**src/rtl/morse_letter_decoder.sv**
```systemverilog
`default_nettype none
// ============================================================================
//  Module   : morse_letter_decoder
//  Purpose  : Morse keyer decoder. Synchronises a debounced key level, times
//             marks and spaces in prescaled ticks, emits dot/dash, letter-gap
//             and word-gap pulses, and assembles each letter into a
//             code/length word with a valid strobe.
//  Ports    : clk        - system clock
//             reset_n    - asynchronous active-low reset
//             b          - debounced key level (1 = pressed), async to clk
//             dot, dash  - 1-cycle symbol classification pulses
//             lg, wg     - 1-cycle letter-gap / word-gap pulses
//             code_valid - 1-cycle strobe with lg, qualifies code/len/err
//             code       - letter symbols, LSB = last symbol, 1 = dash
//             len        - number of symbols in the letter
//             err        - letter had more than MAX_SYM symbols
//  Revision : 1.0 - initial release
// ============================================================================
module morse_letter_decoder #(
  parameter int TICK_DIV   = 1_000_000,
  parameter int DASH_TICKS = 30,
  parameter int LG_TICKS   = 40,
  parameter int WG_TICKS   = 70,
  parameter int MAX_SYM    = 6
) (
  input  logic                         clk,
  input  logic                         reset_n,
  input  logic                         b,
  output logic                         dot,
  output logic                         dash,
  output logic                         lg,
  output logic                         wg,
  output logic                         code_valid,
  output logic [MAX_SYM-1:0]           code,
  output logic [$clog2(MAX_SYM+1)-1:0] len,
  output logic                         err
);

  localparam int DIV_W = $clog2(TICK_DIV);
  localparam int T_W   = $clog2(WG_TICKS + 1);
  localparam int LEN_W = $clog2(MAX_SYM + 1);

  typedef enum logic [1:0] {
    S_IDLE  = 2'd0,
    S_MARK  = 2'd1,
    S_SPACE = 2'd2,
    S_LGAP  = 2'd3
  } state_t;

  logic               b_s1_q, b_s2_q, b_dly_q;
  logic               w_p_edge, w_n_edge, w_edge;
  logic               w_tick, w_reach_lg, w_reach_wg, w_sym;
  logic [DIV_W-1:0]   div_q, div_d;
  logic [T_W-1:0]     t_q, t_d;
  state_t             state_q, state_d;
  logic [MAX_SYM-1:0] sr_q, sr_d;
  logic [MAX_SYM:0]   w_sr_shift;
  logic [LEN_W-1:0]   cnt_q, cnt_d;
  logic               ovf_q, ovf_d;
  logic               dot_q, dot_d, dash_q, dash_d;
  logic               lg_q, lg_d, wg_q, wg_d, cv_q, cv_d;
  logic [MAX_SYM-1:0] code_q, code_d;
  logic [LEN_W-1:0]   len_q, len_d;
  logic               err_q, err_d;

  // Edges are taken between the second synchroniser stage and a delay stage.
  assign w_p_edge = b_s2_q & ~b_dly_q;
  assign w_n_edge = ~b_s2_q & b_dly_q;
  assign w_edge   = w_p_edge | w_n_edge;

  assign w_tick     = (int'(div_q) == TICK_DIV - 1);
  // "Reaches" means the tick that moves T onto the threshold.
  assign w_reach_lg = w_tick && (int'(t_q) == LG_TICKS - 1);
  assign w_reach_wg = w_tick && (int'(t_q) == WG_TICKS - 1);
  assign w_sym      = (int'(t_q) >= DASH_TICKS);
  assign w_sr_shift = {sr_q, w_sym};

  // Prescaler and duration counter, both restarted by any key edge.
  always_comb begin
    div_d = div_q + DIV_W'(1);
    if (w_edge || w_tick) begin
      div_d = '0;
    end
    t_d = t_q;
    if (w_edge) begin
      t_d = '0;
    end else if (w_tick && (int'(t_q) != WG_TICKS)) begin
      t_d = t_q + T_W'(1);
    end
  end

  // Next-state and registered-output decisions. Key edges are tested before
  // gap thresholds so a press on the threshold cycle suppresses the gap.
  always_comb begin
    state_d = state_q;
    sr_d    = sr_q;
    cnt_d   = cnt_q;
    ovf_d   = ovf_q;
    dot_d   = 1'b0;
    dash_d  = 1'b0;
    lg_d    = 1'b0;
    wg_d    = 1'b0;
    cv_d    = 1'b0;
    code_d  = code_q;
    len_d   = len_q;
    err_d   = err_q;
    case (state_q)
      S_IDLE: begin
        if (w_p_edge) state_d = S_MARK;
      end
      S_MARK: begin
        if (w_n_edge) begin
          state_d = S_SPACE;
          dot_d   = ~w_sym;
          dash_d  = w_sym;
          if (int'(cnt_q) == MAX_SYM) begin
            ovf_d = 1'b1;               // symbol dropped, letter flagged
          end else begin
            sr_d  = w_sr_shift[MAX_SYM-1:0];
            cnt_d = cnt_q + LEN_W'(1);
          end
        end
      end
      S_SPACE: begin
        if (w_p_edge) begin
          state_d = S_MARK;
        end else if (w_reach_lg) begin
          state_d = S_LGAP;
          lg_d    = 1'b1;
          cv_d    = 1'b1;
          code_d  = sr_q;
          len_d   = cnt_q;
          err_d   = ovf_q;
          sr_d    = '0;
          cnt_d   = '0;
          ovf_d   = 1'b0;
        end
      end
      S_LGAP: begin
        if (w_p_edge) begin
          state_d = S_MARK;
        end else if (w_reach_wg) begin
          state_d = S_IDLE;
          wg_d    = 1'b1;
        end
      end
      default: state_d = S_IDLE;
    endcase
  end

  always_ff @(posedge clk or negedge reset_n) begin
    if (!reset_n) begin
      b_s1_q  <= 1'b0;
      b_s2_q  <= 1'b0;
      b_dly_q <= 1'b0;
      div_q   <= '0;
      t_q     <= '0;
      state_q <= S_IDLE;
      sr_q    <= '0;
      cnt_q   <= '0;
      ovf_q   <= 1'b0;
      dot_q   <= 1'b0;
      dash_q  <= 1'b0;
      lg_q    <= 1'b0;
      wg_q    <= 1'b0;
      cv_q    <= 1'b0;
      code_q  <= '0;
      len_q   <= '0;
      err_q   <= 1'b0;
    end else begin
      b_s1_q  <= b;
      b_s2_q  <= b_s1_q;
      b_dly_q <= b_s2_q;
      div_q   <= div_d;
      t_q     <= t_d;
      state_q <= state_d;
      sr_q    <= sr_d;
      cnt_q   <= cnt_d;
      ovf_q   <= ovf_d;
      dot_q   <= dot_d;
      dash_q  <= dash_d;
      lg_q    <= lg_d;
      wg_q    <= wg_d;
      cv_q    <= cv_d;
      code_q  <= code_d;
      len_q   <= len_d;
      err_q   <= err_d;
    end
  end

  assign dot        = dot_q;
  assign dash       = dash_q;
  assign lg         = lg_q;
  assign wg         = wg_q;
  assign code_valid = cv_q;
  assign code       = code_q;
  assign len        = len_q;
  assign err        = err_q;

endmodule
`default_nettype wire

```
**config.mk**
```make
export PLATFORM = sky130hd
export DESIGN_NAME = morse_letter_decoder
export DESIGN_NICKNAME = d
export VERILOG_FILES = /design/src/rtl/morse_letter_decoder.sv
export SDC_FILE = /design/constraint.sdc
export NUM_CORES = 1
export LEC_CHECK = 0
export ABC_AREA = 1
export ABC_CLOCK_PERIOD_IN_PS = 4900
export BUFFER_PORTS_ARGS = -buffer_cell sky130_fd_sc_hd__buf_2
export CELL_PAD_IN_SITES_DETAIL_PLACEMENT = 0
export CELL_PAD_IN_SITES_GLOBAL_PLACEMENT = 1
export CORE_MARGIN = 8
export CORE_UTILIZATION = 45
export DETAILED_ROUTE_END_ITERATION = 7
export PLACE_DENSITY_LB_ADDON = 0.1
export SLEW_MARGIN = 20
export SYNTH_ARGS = -nofsm -noshare
export SYNTH_HDL_FRONTEND = slang
export SYNTH_SLANG_ARGS = --single-unit
```
**constraint.sdc**
```tcl
create_clock -name clk -period 4.9 [get_ports clk]
set_input_delay 0.49 -clock clk [delete_from_list [all_inputs] [get_ports clk]]
set_output_delay 0.49 -clock clk [all_outputs]
set_load 0.01 [all_outputs]
```
# Yosys cells after proc, flatten, opt, wreduce, memory -nomap -nowiden
# Index checks and enable logic that the tools add are counted.
[word_totals]
output_inout_bits = 15
inputBits = 3
register_bits = 56
[classes]
magnitude_cmp = 1
n_bitwise = 7
n_eq_ne = 16
n_reduce_logical = 11
n_mux = 35
add_sub_neg = 3
[ops]
columns = ["op", "n"]
rows = [
  ["6-bit two-way mux", 4],
  ["20-bit by 1-bit adder with 20-bit output, second input constant", 1],
  ["20-bit by 17-bit equality test with 1-bit output, second input constant", 1],
  ["20-bit two-way mux", 1],
  ["7-bit equality test, second input constant", 2],
  ["1-bit two-way mux", 14],
  ["7-bit two-way mux", 2],
  ["2-bit two-way mux", 6],
  ["3-bit two-way mux", 4],
  ["2-bit != test, second input constant", 6],
  ["6-bit one-hot mux with 2 select lines", 1],
  ["5-bit AND reduction", 2],
  ["2-bit one-hot mux with 4 select lines", 1],
  ["7-bit by 1-bit adder with 7-bit output, second input constant", 1],
  ["7-bit by 5-bit greater-or-equal comparator with 1-bit output, second input constant", 1],
  ["7-bit != test, second input constant", 1],
  ["3-bit != test, second input constant", 2],
  ["3-bit one-hot mux with 2 select lines", 1],
  ["2-bit equality test, second input constant", 2],
  ["1-bit NOT", 4],
  ["4-bit AND reduction", 1],
  ["2-bit nonzero test", 2],
  ["3-bit by 1-bit adder with 3-bit output, second input constant", 1],
  ["3-bit by 2-bit equality test with 1-bit output, second input constant", 1],
  ["other kinds (8)", 11],
]

# Longest topological paths before layout
# Gate-level depths: netlist of run 1.
[logic_depth]
word_depth = 5
depth_mapped = 11

# Least setup slack after synthesis of run 1
# Ideal clock, no wire load.
[synth_path]
path_kind = "reg2reg"
from = "register t_q[0]"
to = "register len_q[2], in the netlist len[2]"
setup_time_ps = 117
t_arrival_ps = 1469
required_ps = 4783
path_stages_with_launch = 10
path_slack_ps = 3315
path_cell_list = "dfrtp_1 > ha_1 > nand3_1 > nor2_1 > inv_1 > nor2_4 > nand3_4 > buf_6 > nand2_1 > nand2_1"
[synth_via]
elab_chain_len = 3
[synth_lines]
columns = ["item", "line", "rtl"]
rows = [
  ["start: declaration", "54", "logic [T_W-1:0] t_q, t_d;"],
  ["start signal: assignment", "175", "t_q <= t_d;"],
  ["7-bit equality test", "73", "assign w_reach_lg = w_tick && (int'(t_q) == LG_TICKS - 1);"],
  ["1-bit logical AND", "73", ""],
  ["3-bit AND reduction (no source line)", "-", ""],
  ["end signal: assignment", "186", "len_q <= len_d;"],
  ["end: declaration", "63", "logic [LEN_W-1:0] len_q, len_d;"],
]
# Every way passes these cells.
# A chain may end at the register's enable or synchronous reset.

# Worst setup path in the final report of run 1
[layout_path]
from = "register t_q[0]"
to = "register sr_q[1]"
[layout_via]
elab_chain_len = 4
[layout_lines]
columns = ["item", "line", "rtl"]
rows = [
  ["7-bit equality test", "73", ""],
  ["1-bit logical AND", "73", ""],
  ["2-bit != test (no source line)", "-", ""],
  ["5-bit AND reduction (no source line)", "-", ""],
  ["end signal: assignment", "177", "sr_q <= sr_d;"],
  ["end: declaration", "56", "logic [MAX_SYM-1:0] sr_q, sr_d;"],
]
# Every way passes these cells.

==> results of run 1 <==
## worst register-to-register path: cells and delay by family, from the launching register on
kind | cells | cell delay (ns)
adders and majority gates | 1 | 0.28
DFF | 1 | 0.46
and+or+nand+nor | 7 | 1.25
## path summary, 6_finish.rpt
path                         start  slack (ns)  endpoint  depth (start not counted)
min reg2reg                 b_s1_q        0.36    b_s2_q                          0
min                              b        0.28    b_s1_q                          1
max in group asynchronous  reset_n        4.13      dash                          2
min in group asynchronous  reset_n        0.31    len[1]                          2
max reg2reg                 t_q[0]        2.81   sr_q[1]                          8
max                         t_q[0]        2.81   sr_q[1]                          8
## area by class of cell
class,instances,area (um2)
fill,685,3380
inverter,50,189
sequential,56,1400
tap,80,100
multi-input combinational,275,1430
clock buffer,5,68.8
clock inverter,3,22.5
timing repair buffer,18,92.6
## sequential cells by signal, summed over array words and instances (netlist names), 2 cells and up
signal,cells
div_q,20
t_q,7
code,6
sr_q,6
cnt_q,3
len,3
state_q,2
## per-stage QoR
step                 util  std cells
global route        0.495        487
CTS                 0.495        487
floorplan               -        387
detailed placement  0.481        479
finish              0.495        487
global placement    0.481        479
## synthesized netlist by cell type (2+ instances only)
cell type  number  share of area
a21oi_1         4         0.0065
a31oi_1         4         0.0082
buf_4           3         0.0074
dfrtp_1        56           0.46
ha_1            8          0.033
inv_1          46          0.056
inv_2           2         0.0025
nand2_1        95           0.12
nand2_2         3         0.0061
nand3_1        23          0.038
nand3_4         2          0.011
nand4_1        18          0.037
nor2_1         63          0.077
nor2_2          3         0.0061
nor2_4          3          0.011
nor3_1         10          0.016
nor3_2          3         0.0098
nor3_4          2          0.011
o21ai_0        11          0.018
o21ai_2         7          0.020
xor2_1          9          0.026
## routing by layer
layer | track usage | vias up | part of all wire
met1 | 0.182 | 1141 | 0.49
li1 | - | 1271 | -
met5 | 0 | - | 0
met4 | 0.0543 | 0 | 0.0071
met2 | 0.221 | 42 | 0.46
met3 | 0.0282 | 4 | 0.041
## logic make-up after synthesis
group                    after synthesis  share of synthesized area
AO/OA/AOI/OAI                         31                     0.0637
XOR/XNOR                               9                     0.0257
adder cells (fa/ha/maj)                8                     0.0327
buffers and inverters                 56                     0.0756
flip-flops                            56                      0.458
AND/OR/NAND/NOR                      227                      0.345
## where the power goes
group	internal (mW)	total (mW)	switching, mW
registers	0.491	0.521	0.0294
logic	0.0655	0.231	0.165
clock network	0.103	0.262	0.159
total	0.660	1.01	0.354
==> metrics.md, run 1 <==
| Metric | Value |
|---|---|
| GRT Resource Usage Total | `0.140` |
| Critical path cell sequence | `ha_1 -> nand3_1 -> nor2_1 -> nand4_1 -> nand2_1 -> nand3_2 -> nand2_1 -> nand2_1` |
| Area Growth Syn to Fin | `7.88%` |
| Crit Path Max Fanout | `11` |
| First-pass GRT wire length | `11,300 um` |
| Setup ws final | `around 2.8 ns` |
| Drt first-iter violations | `129` |
| Most frequent cells in the layout | `nand2_1, nor2_1, dfrtp_1` |
| Syn Nets | `between 300 and 400` |
| Clock sink count | `56` |
| Clk root buf | `clkbuf_8` |
| Pre-CTS setup slack | `2.80 ns` |
| RSZ-0062 raised after global routing | `false` |
| Crit-path slowest cell | `dfrtp_1` |
| Wirelength per Cell | `13.4 um` |
| # setup viols final | `0` |
| Core ar. | `6680 um2` |
| DR DRC count | `0` |
| Share of cells above drive strength 1 | `0.133` |
| Final setup TNS | `0 ns` |
| Critical path class | `reg -> reg` |
| Synth warn | `0` |
| Max Root-Sink Buffers | `2` |
| Global route overflow | `0` |
| Hold Buf Count CTS | `0` |
| Synth Instances | `387` |
| DP Area | `3210 um2` |
| Die span in x | `98.5 um` |
| Status | `completed` |
| Die outline height | `roughly 100 um` |
| Post-cts sizing count | `0` |
| Total power | `around 1.0 mW` |
| Antenna violations before repair | `0` |
| Critical Path Start Type | `register` |
| Worst slew pin tran | `0.705 ns` |
| Routability Congestion | `between 0.8 and 0.9` |
| Max Fclk | `around 480 MHz` |
| Required @ worst endpoint | `approximately 5.1 ns` |
| Avg Synthesized Cell Area | `7.91 um2` |
| Final nets | `about 420` |
| Peak supply drop | `approximately 0.00015 V` |
| Slowest cell delay on critical path | `0.46 ns` |
| Postcts setup bufs | `0` |
| Ys flop type | `dfrtp_1` |
| Hold WC Path Type | `in -> reg` |
| Floorplan row count | `30` |
| Fin crit period | `around 2.1 ns` |
| Clock network latency to the later pin of the worst-skew pair | `0.32 ns` |
| Final Skew | `0.0161 ns` |
| Static leakage | `1.55 nW` |
| Setup crit end kind | `register` |
| WP buf/inv | `0` |
| Synth Register Bits | `56` |
| Cell mode on critical path | `nand2_1` |
| Max cap viols | `0` |
| Starting Density | `0.458` |
| Detailed-route via count | `2,458` |
| Syn Std Cell Area | `between 3000 and 4000 um2` |
| Cts bufs inserted | `5` |
| I/O pins | `18` |
| Crit path max-delay family | `simple AND/OR/NAND/NOR gates` |
| Initial DRT Pass Iterations | `4` |
| Dpl hpwl | `4670 um` |
| Min Hold Slack | `0.280 ns` |
| Final ANT Viol Nets | `0` |
| Vias in the first global route | `about 2.4k` |
| Slew margin rel. | `0.530` |
| Die area | `9700 um2` |
| Vias per cell | `5.05` |
| Largest net degree at the start of global routing | `57` |
| # diodes | `0` |
| CTS tree | `built` |
| Post-synthesis cell type count | `33` |
| Ratio of final minimum period to clock period | `0.427` |
| Reg clk slew, reported paths | `between 0.1 and 0.15 ns` |
| Post-synth EDFFs | `0` |
| Finished Cell Area | `between 3000 and 4000 um2` |
| Async SR Flop Fraction | `1.00` |
| IO Port Bufs | `17` |
| H-tree levels | `2` |
| PD cells | `approximately 310 nW/um2` |
| Most common cell after layout, fill and taps aside | `nand2_1` |
| Arrival @ worst endpoint | `around 2.3 ns` |
| Seq/Total Area, Yosys | `0.458` |
| Hold Vio Cnt, Final | `0` |
| Total Wirelength | `6510 um` |
| Fin. max-slew vios | `0` |
Note: power is estimated with default switching activity, not from simulation.
==> run 2, diff against run 1 <==
--- a/config.mk
+++ b/config.mk
@@ -5,8 +5,8 @@
 export SDC_FILE = /design/constraint.sdc
 export NUM_CORES = 1
 export LEC_CHECK = 0
-export ABC_AREA = 1
-export ABC_CLOCK_PERIOD_IN_PS = 4900
+export ABC_AREA = 0
+export ABC_CLOCK_PERIOD_IN_PS = 2000
 export BUFFER_PORTS_ARGS = -buffer_cell sky130_fd_sc_hd__buf_2
 export CELL_PAD_IN_SITES_DETAIL_PLACEMENT = 0
 export CELL_PAD_IN_SITES_GLOBAL_PLACEMENT = 1
==> constraint.sdc (replaced) <==
create_clock -name clk -period 2 [get_ports clk]
set_input_delay 0.2 -clock clk [delete_from_list [all_inputs] [get_ports clk]]
set_output_delay 0.2 -clock clk [all_outputs]
set_load 0.01 [all_outputs]
==> run 2 against run 1 <==
Against the previous run: utilization increased by 6.3 points; power rose by 120%; routed wire length decreased by 27%; sequential cell count stayed put; critical endpoint is now cnt_q[0]; largest cell class is now sequential cells.
==> metrics.md, run 2 <==
| Metric | Value |
|---|---|
| Status | `completed` |
| Final setup TNS | `0 ns` |
| Required @ worst endpoint | `approximately 2.2 ns` |
| First-pass GRT wire length | `8450 um` |
| Crit Path Max Fanout | `8` |
| Fin. max-slew vios | `0` |
| H-tree levels | `2` |
| Largest family of logic cells by synthesized area | `simple AND/OR/NAND/NOR gates` |
| Synth Register Bits | `56` |
| CTS tree | `built` |
| Synth Area in Adders | `0.0387` |
| Leading post-synthesis cells by instance count | `dfrtp_1, nor2_1, xor2_1` |
| Fin crit period | `1.89 ns` |
| Net Sw Frac | `0.279` |
| Synth Instances | `229` |
| Crit-path slowest cell | `dfrtp_1` |
| Clock network latency to the later pin of the worst-skew pair | `about 0.31 ns` |
| DR DRC count | `0` |
| Slowest cell delay on critical path | `0.43 ns` |
| Cells taking the most area after synthesis | `dfrtp_1, xor2_1, mux2_2` |
| Critical Path Start Type | `register` |
| Post-synth top area share | `0.542` |
| Post-synth top area cell | `dfrtp_1` |
| Largest Register | `div_q` |
| Compound-Gate Fraction of Synth Area | `0.0707` |
| Initial DRT Pass Iterations | `4` |
| Crit path from | `div_q[15]` |
| Most frequent cells in the layout | `dfrtp_1, nor2_1, buf_4` |
| Post-synthesis cell type count | `44` |
| Clock sink count | `56` |
| Die area | `8420 um2` |
| Drt first-iter violations | `77` |
| WP buf/inv | `2` |
| Largest net degree at the start of global routing | `33` |
| Layout fillers | `517` |
| Syn Nets | `240` |
| Ratio of final minimum period to clock period | `0.943` |
| Dpl hpwl | `3500 um` |
| Post-Synth Simple-Gate Area | `0.198` |
| Comb power frac | `0.126` |
| Routability Congestion | `0.793` |
| Sequential share of power | `0.579` |
| Hold Vio Cnt, Final | `0` |
| Clk root buf | `clkbuf_8` |
| Seq/Total Area, Yosys | `0.542` |
| Avg Synthesized Cell Area | `11.3 um2` |
| # diodes | `0` |
| Final Skew | `0.00445 ns` |
| Area occupied by multi-input gates | `1140 um2` |
| GRT Resource Usage Total | `0.122` |
| Vias in the first global route | `1,803` |
| I/O pins | `18` |
| Hold WC Path Type | `reg -> reg` |
| Share of cells above drive strength 1 | `0.261` |
| Global route overflow | `0` |
| Most frequent cell after synthesis | `dfrtp_1` |
| Vias per cell | `5.06` |
| Worst R2R Start | `div_q[15]` |
| Post-synthesis xor/xnor area fraction | `0.0678` |
| RSZ-0062 raised after global routing | `false` |
| Storage cell area | `between 1000 and 1500 um2` |
| Arrival @ worst endpoint | `around 2.1 ns` |
| Async SR Flop Fraction | `1.00` |
| Cts bufs inserted | `5` |
| Crit path max-delay family | `simple AND/OR/NAND/NOR gates` |
| Max cap viols | `0` |
| DP Area | `around 3000 um2` |
| Critical path cell sequence | `nand4bb_4 -> nor4_4 -> buf_4 -> nand4_1 -> inv_1 -> o21ai_2 -> mux2_2` |
| Pint | `1.58 mW` |
| IO Port Bufs | `17` |
| Peak supply drop | `0.000331 V` |
| Finished Cell Area | `3090 um2` |
| Max Fclk | `about 530 MHz` |
| Largest register FFs | `20` |
| Antenna violations before repair | `0` |
| Wirelength per Cell | `13.7 um` |
| Worst slew pin tran | `~0.56 ns` |
| Starting Density | `0.466` |
| Floorplan row count | `27` |
| Setup ws final | `between 0.1 and 0.15 ns` |
| Hold Path Origin | `b_s1_q` |
| Most common cell after layout, fill and taps aside | `dfrtp_1` |
| Synth warn | `0` |
| # setup viols final | `0` |
| Switching power | `0.611 mW` |
| Clock power frac | `0.295` |
| Pre-CTS setup slack | `-0.0437 ns` |
| Final nets | `286` |
| Final ANT Viol Nets | `0` |
| Core ar. | `5540 um2` |
| Static leakage | `1.51 nW` |
| Fin cells | `about 350` |
| Placed cells | `336` |
| Die span in x | `91.8 um` |
| Setup crit end kind | `register` |
| Detailed-route via count | `roughly 1.8k` |
| Biggest regs | `div_q: 20 flops, t_q: 7 flops` |
| Critical path class | `reg -> reg` |
| Syn Std Cell Area | `2580 um2` |
| Area Growth Syn to Fin | `19.5%` |
| Mux cell area share after synthesis | `0.0557` |
| Max Root-Sink Buffers | `2` |
| Reg clk slew, reported paths | `0.11 ns` |
| Die outline height | `91.8 um` |
| Slew margin rel. | `0.621` |
| Post-synth EDFFs | `0` |
| Ys flop type | `dfrtp_1` |
| Total Wirelength | `4770 um` |
| PD cells | `710 nW/um2` |
==> run 2: cell types whose count changed in the layout (fill, tap and decap cells not counted), moves of 10 or more <==
cell,change
nand2_1,-83
nor2_1,-34
mux2_2,+11
nand4_1,-14
inv_1,-35
buf_4,+22
nor3_1,-10
nand3_1,-11
==> run 2: metal layers <==
metal,vias up,wire length [um],share of wire,GRT usage
li1,886,-,-,-
met1,853,2310,0.48,0.157
met2,17,2250,0.47,0.197
met3,5,143,0.030,0.0293
met4,0,61,0.013,0.0362
met5,-,0,0,0
==> run 2: path summary, 6_finish.rpt <==
check | end | cells after the start | slack [ns]
max | cnt_q[0] | 7 | 0.11
min | b_s2_q | 0 | 0.36
max reg2reg | cnt_q[0] | 7 | 0.11
min reg2reg | b_s2_q | 0 | 0.36
max in group asynchronous | div_q[6] | 3 | 1.03
min in group asynchronous | cnt_q[2] | 2 | 0.41
==> run 2: cell families (layout without fill, tap and decap cells) <==
group	count (synthesis)	in the layout
multiplexers	13	13
buffers and inverters	16	63
flip-flops	56	56
adder cells (fa/ha/maj)	8	8
AO/OA/AOI/OAI	25	25
XOR/XNOR	20	20
AND/OR/NAND/NOR	91	91
==> run 2: timing repair <==
action                                  in CTS  in global routing
endpoints found under the setup margin      10                 14
buffers inserted                             0                  2
gates resized for setup                      1                  3
endpoints found under the hold margin       25                  0
hold buffers                                 2                  0
pin swaps                                    0                  2
==> run 2: area by class of cell <==
class / instances / area share
inverters: 11 / 0.0134
clock buffers: 5 / 0.0223
multi-input cells: 157 / 0.370
repair buffers: 44 / 0.103
well taps: 72 / 0.0292
flip-flops and latches: 56 / 0.454
clock inverters: 3 / 0.00891
==> run 2: power by group through the flow <==
| stage | Combinational, mW | Clock, mW | Sequential (mW) |
|---|---|---|---|
| after floorplan | 0.168 | 0 | 1.28 |
| after global placement | 0.275 | 0 | 1.29 |
| after detailed placement | 0.278 | 0 | 1.29 |
| after CTS | 0.283 | 0.675 | 1.27 |
| after global routing | 0.316 | 0.708 | 1.28 |
| final | 0.276 | 0.647 | 1.27 |
==> run 2: stage by stage <==
stage | util | hold slack (ns) | power (mW)
after floorplan | - | -0.0956 | 1.44
after global placement | 0.528 | 0.235 | 1.56
after detailed placement | 0.528 | 0.236 | 1.57
after CTS | 0.550 | 0.361 | 2.23
after global routing | 0.557 | 0.381 | 2.30
final | 0.557 | 0.358 | 2.19
==> run 3, diff against run 2 <==
--- a/config.mk
+++ b/config.mk
@@ -6,7 +6,7 @@
 export NUM_CORES = 1
 export LEC_CHECK = 0
 export ABC_AREA = 0
-export ABC_CLOCK_PERIOD_IN_PS = 2000
+export ABC_CLOCK_PERIOD_IN_PS = 2100
 export BUFFER_PORTS_ARGS = -buffer_cell sky130_fd_sc_hd__buf_2
 export CELL_PAD_IN_SITES_DETAIL_PLACEMENT = 0
 export CELL_PAD_IN_SITES_GLOBAL_PLACEMENT = 1
==> constraint.sdc (replaced) <==
create_clock -name clk -period 2.1 [get_ports clk]
set_input_delay 0.21 -clock clk [delete_from_list [all_inputs] [get_ports clk]]
set_output_delay 0.21 -clock clk [all_outputs]
set_load 0.01 [all_outputs]
==> run 3 against run 2 <==
Against the previous run: routed wire length increased by 0.52%; power decreased by 6.5%; first-iteration DRC count decreased by 44%; sequential cell count unchanged; non-clock buffer count decreased by 9; combinational power decreased by 12%; worst hold slack got worse by 0.32 ns; sequential share of layout area increased by 1.6 points; clock skew increased by 0.0054 ns; sequential power decreased by 5%.
==> metrics.md, run 3 (synthesis gave the netlist of run 2 again) <==
| Metric | Value |
|---|---|
| Status | `completed` |
| Max Fclk | `506 MHz` |
| Max Root-Sink Buffers | `2` |
| Final setup TNS | `0 ns` |
| Peak supply drop | `around 0.00031 V` |
| Reg clk slew, reported paths | `0.10 ns` |
| Setup crit end kind | `register` |
| Cts bufs inserted | `5` |
| Critical Path Start Type | `register` |
| Critical path class | `reg -> reg` |
| R2R depth | `6` |
| Worst R2R Setup Slack | `0.12 ns` |
| Ratio of final minimum period to clock period | `0.941` |
| Antenna violations before repair | `0` |
| Switching power | `~0.56 mW` |
| Net Sw Frac | `0.276` |
| Total Wirelength | `4790 um` |
| Most frequent cells in the layout | `dfrtp_1, nor2_1, buf_2` |
| Detailed-route via count | `1,771` |
| Drt first-iter violations | `between 40 and 50` |
| Most common cell after layout, fill and taps aside | `dfrtp_1` |
| Static leakage | `between 1 and 1.5 nW` |
| Crit-path slowest cell | `dfrtp_2` |
| Crit Path Max Fanout | `9` |
| Fin. max-slew vios | `0` |
| # setup viols final | `0` |
| IO Port Bufs | `17` |
| Critical path cell sequence | `nand4bb_1 -> nor4_4 -> buf_4 -> nand3_4 -> or4_1 -> a21boi_1` |
| Required @ worst endpoint | `2.34 ns` |
| Final Skew | `just under 0.01 ns` |
| Clock network latency to the later pin of the worst-skew pair | `0.31 ns` |
| Dpl hpwl | `around 3300 um` |
| Starting Density | `0.466` |
| Largest net degree at the start of global routing | `57` |
| DR DRC count | `0` |
| Slowest cell delay on critical path | `0.45 ns` |
| First-pass GRT wire length | `8310 um` |
| Global route hottest layer | `met2` |
| Die outline height | `91.8 um` |
| Slew margin rel. | `0.533` |
| CTS tree | `built` |
| GRT Resource Usage Total | `0.121` |
| Initial DRT Pass Iterations | `4` |
| Final nets | `between 200 and 300` |
| R2R Path End | `t_q[6]` |
| DP Area | `2850 um2` |
| Biggest regs | `div_q: 20 flops, t_q: 7 flops` |
| Largest register FFs | `20` |
| Layout fillers | `521` |
| Hold Vio Cnt, Final | `0` |
| Hold WC Path Type | `in -> async` |
| Clock power frac | `0.292` |
| RSZ-0062 raised after global routing | `false` |
| Routability Congestion | `0.738` |
| Arrival @ worst endpoint | `2.22 ns` |
| Area Growth Syn to Fin | `15.5%` |
| Met3 Use GR | `0.0302` |
| Floorplan row count | `27` |
| Core ar. | `5540 um2` |
| Wirelength per Cell | `between 10 and 15 um` |
| Finished Cell Area | `2990 um2` |
| PD cells | `686 nW/um2` |
| Die span in x | `91.8 um` |
| Max cap viols | `0` |
| Sequential share of power | `0.589` |
| Met1 usage | `0.153` |
| H-tree levels | `2` |
| Worst R2R Start | `div_q[6]` |
| Fin crit period | `1.98 ns` |
| Global route overflow | `0` |
| Vias in the first global route | `between 1.5k and 2k` |
| Vias per cell | `5.22` |
| Pint | `1.48 mW` |
| Final ANT Viol Nets | `0` |
| Die area | `roughly 8400 um2` |
| Post-Route Utilization | `0.539` |
| Crit path from | `div_q[6]` |
| Clk root buf | `clkbuf_8` |
| Comb power frac | `0.119` |
| Largest Register | `div_q` |
| Worst slew pin tran | `0.701 ns` |
| Share of cells above drive strength 1 | `0.243` |
| I/O pins | `18` |
| # diodes | `0` |
| Clock sink count | `56` |
| Grt met2 use | `0.195` |
run 3: routing by layer:
metal  wire length, um  vias up
met4                95        0
met1              2300      865
met5                 0        -
met3               179        9
met2              2210       25
li1                  -      872
run 3: stage by stage:
step | power, mW | instances | setup WS, ns | hold slack [ns]
4_1_cts | 2.08 | 336 | 0.0389 | 0.0586
6_report | 2.05 | 339 | 0.124 | 0.0330
3_5_place_dp | 1.48 | 327 | 0.0557 | 0.320
3_3_place_gp | 1.47 | 327 | 0.108 | 0.320
2_1_floorplan | 1.38 | 229 | 0.0732 | -0.0856
5_1_grt | 2.16 | 339 | 0.0133 | 0.0898
run 3: layout make-up:
class,count,area (um2),share of cell area
flip-flops and latches,56,1400,0.470
inverters,11,41.3,0.0138
repair buffers,35,235,0.0788
multi-input cells,157,1130,0.377
clock buffers,5,68.8,0.0231
well taps,72,90.1,0.0302
clock inverters,3,21.3,0.00712
run 3: what timing repair did:
| item | 4_1_cts | 5_1_grt |
|---|---|---|
| hold buffers | 1 | 0 |
| hold endpoints to repair | 1 | 0 |
| gates resized for setup | 0 | 5 |
| setup endpoints to repair | 0 | 15 |
| buffers inserted | 0 | 3 |
run 3: worst max path at each step:
stage	end	slack, ns	depth (start not counted)
2_1_floorplan	code[0]	0.07	6
3_3_place_gp	code[4]	0.11	4
3_5_place_dp	code[5]	0.06	4
4_1_cts	code[5]	0.04	4
5_1_grt	t_q[3]	0.01	6
6_report	t_q[6]	0.12	6
run 3: power groups by stage:
stage,registers [mW],logic (mW),clock network (mW)
2_1_floorplan,1.22,0.160,0
3_3_place_gp,1.23,0.244,0
3_5_place_dp,1.23,0.247,0
4_1_cts,1.21,0.250,0.623
5_1_grt,1.22,0.284,0.658
6_report,1.21,0.243,0.598
run 3: worst max-delay path: cells and delay by family (launching register included):
kind | cells | cell delay, ns
AOI/OAI and AO/OA | 1 | 0.14
and+or+nand+nor | 4 | 1.13
buffers and inverters | 1 | 0.19
DFF | 1 | 0.45
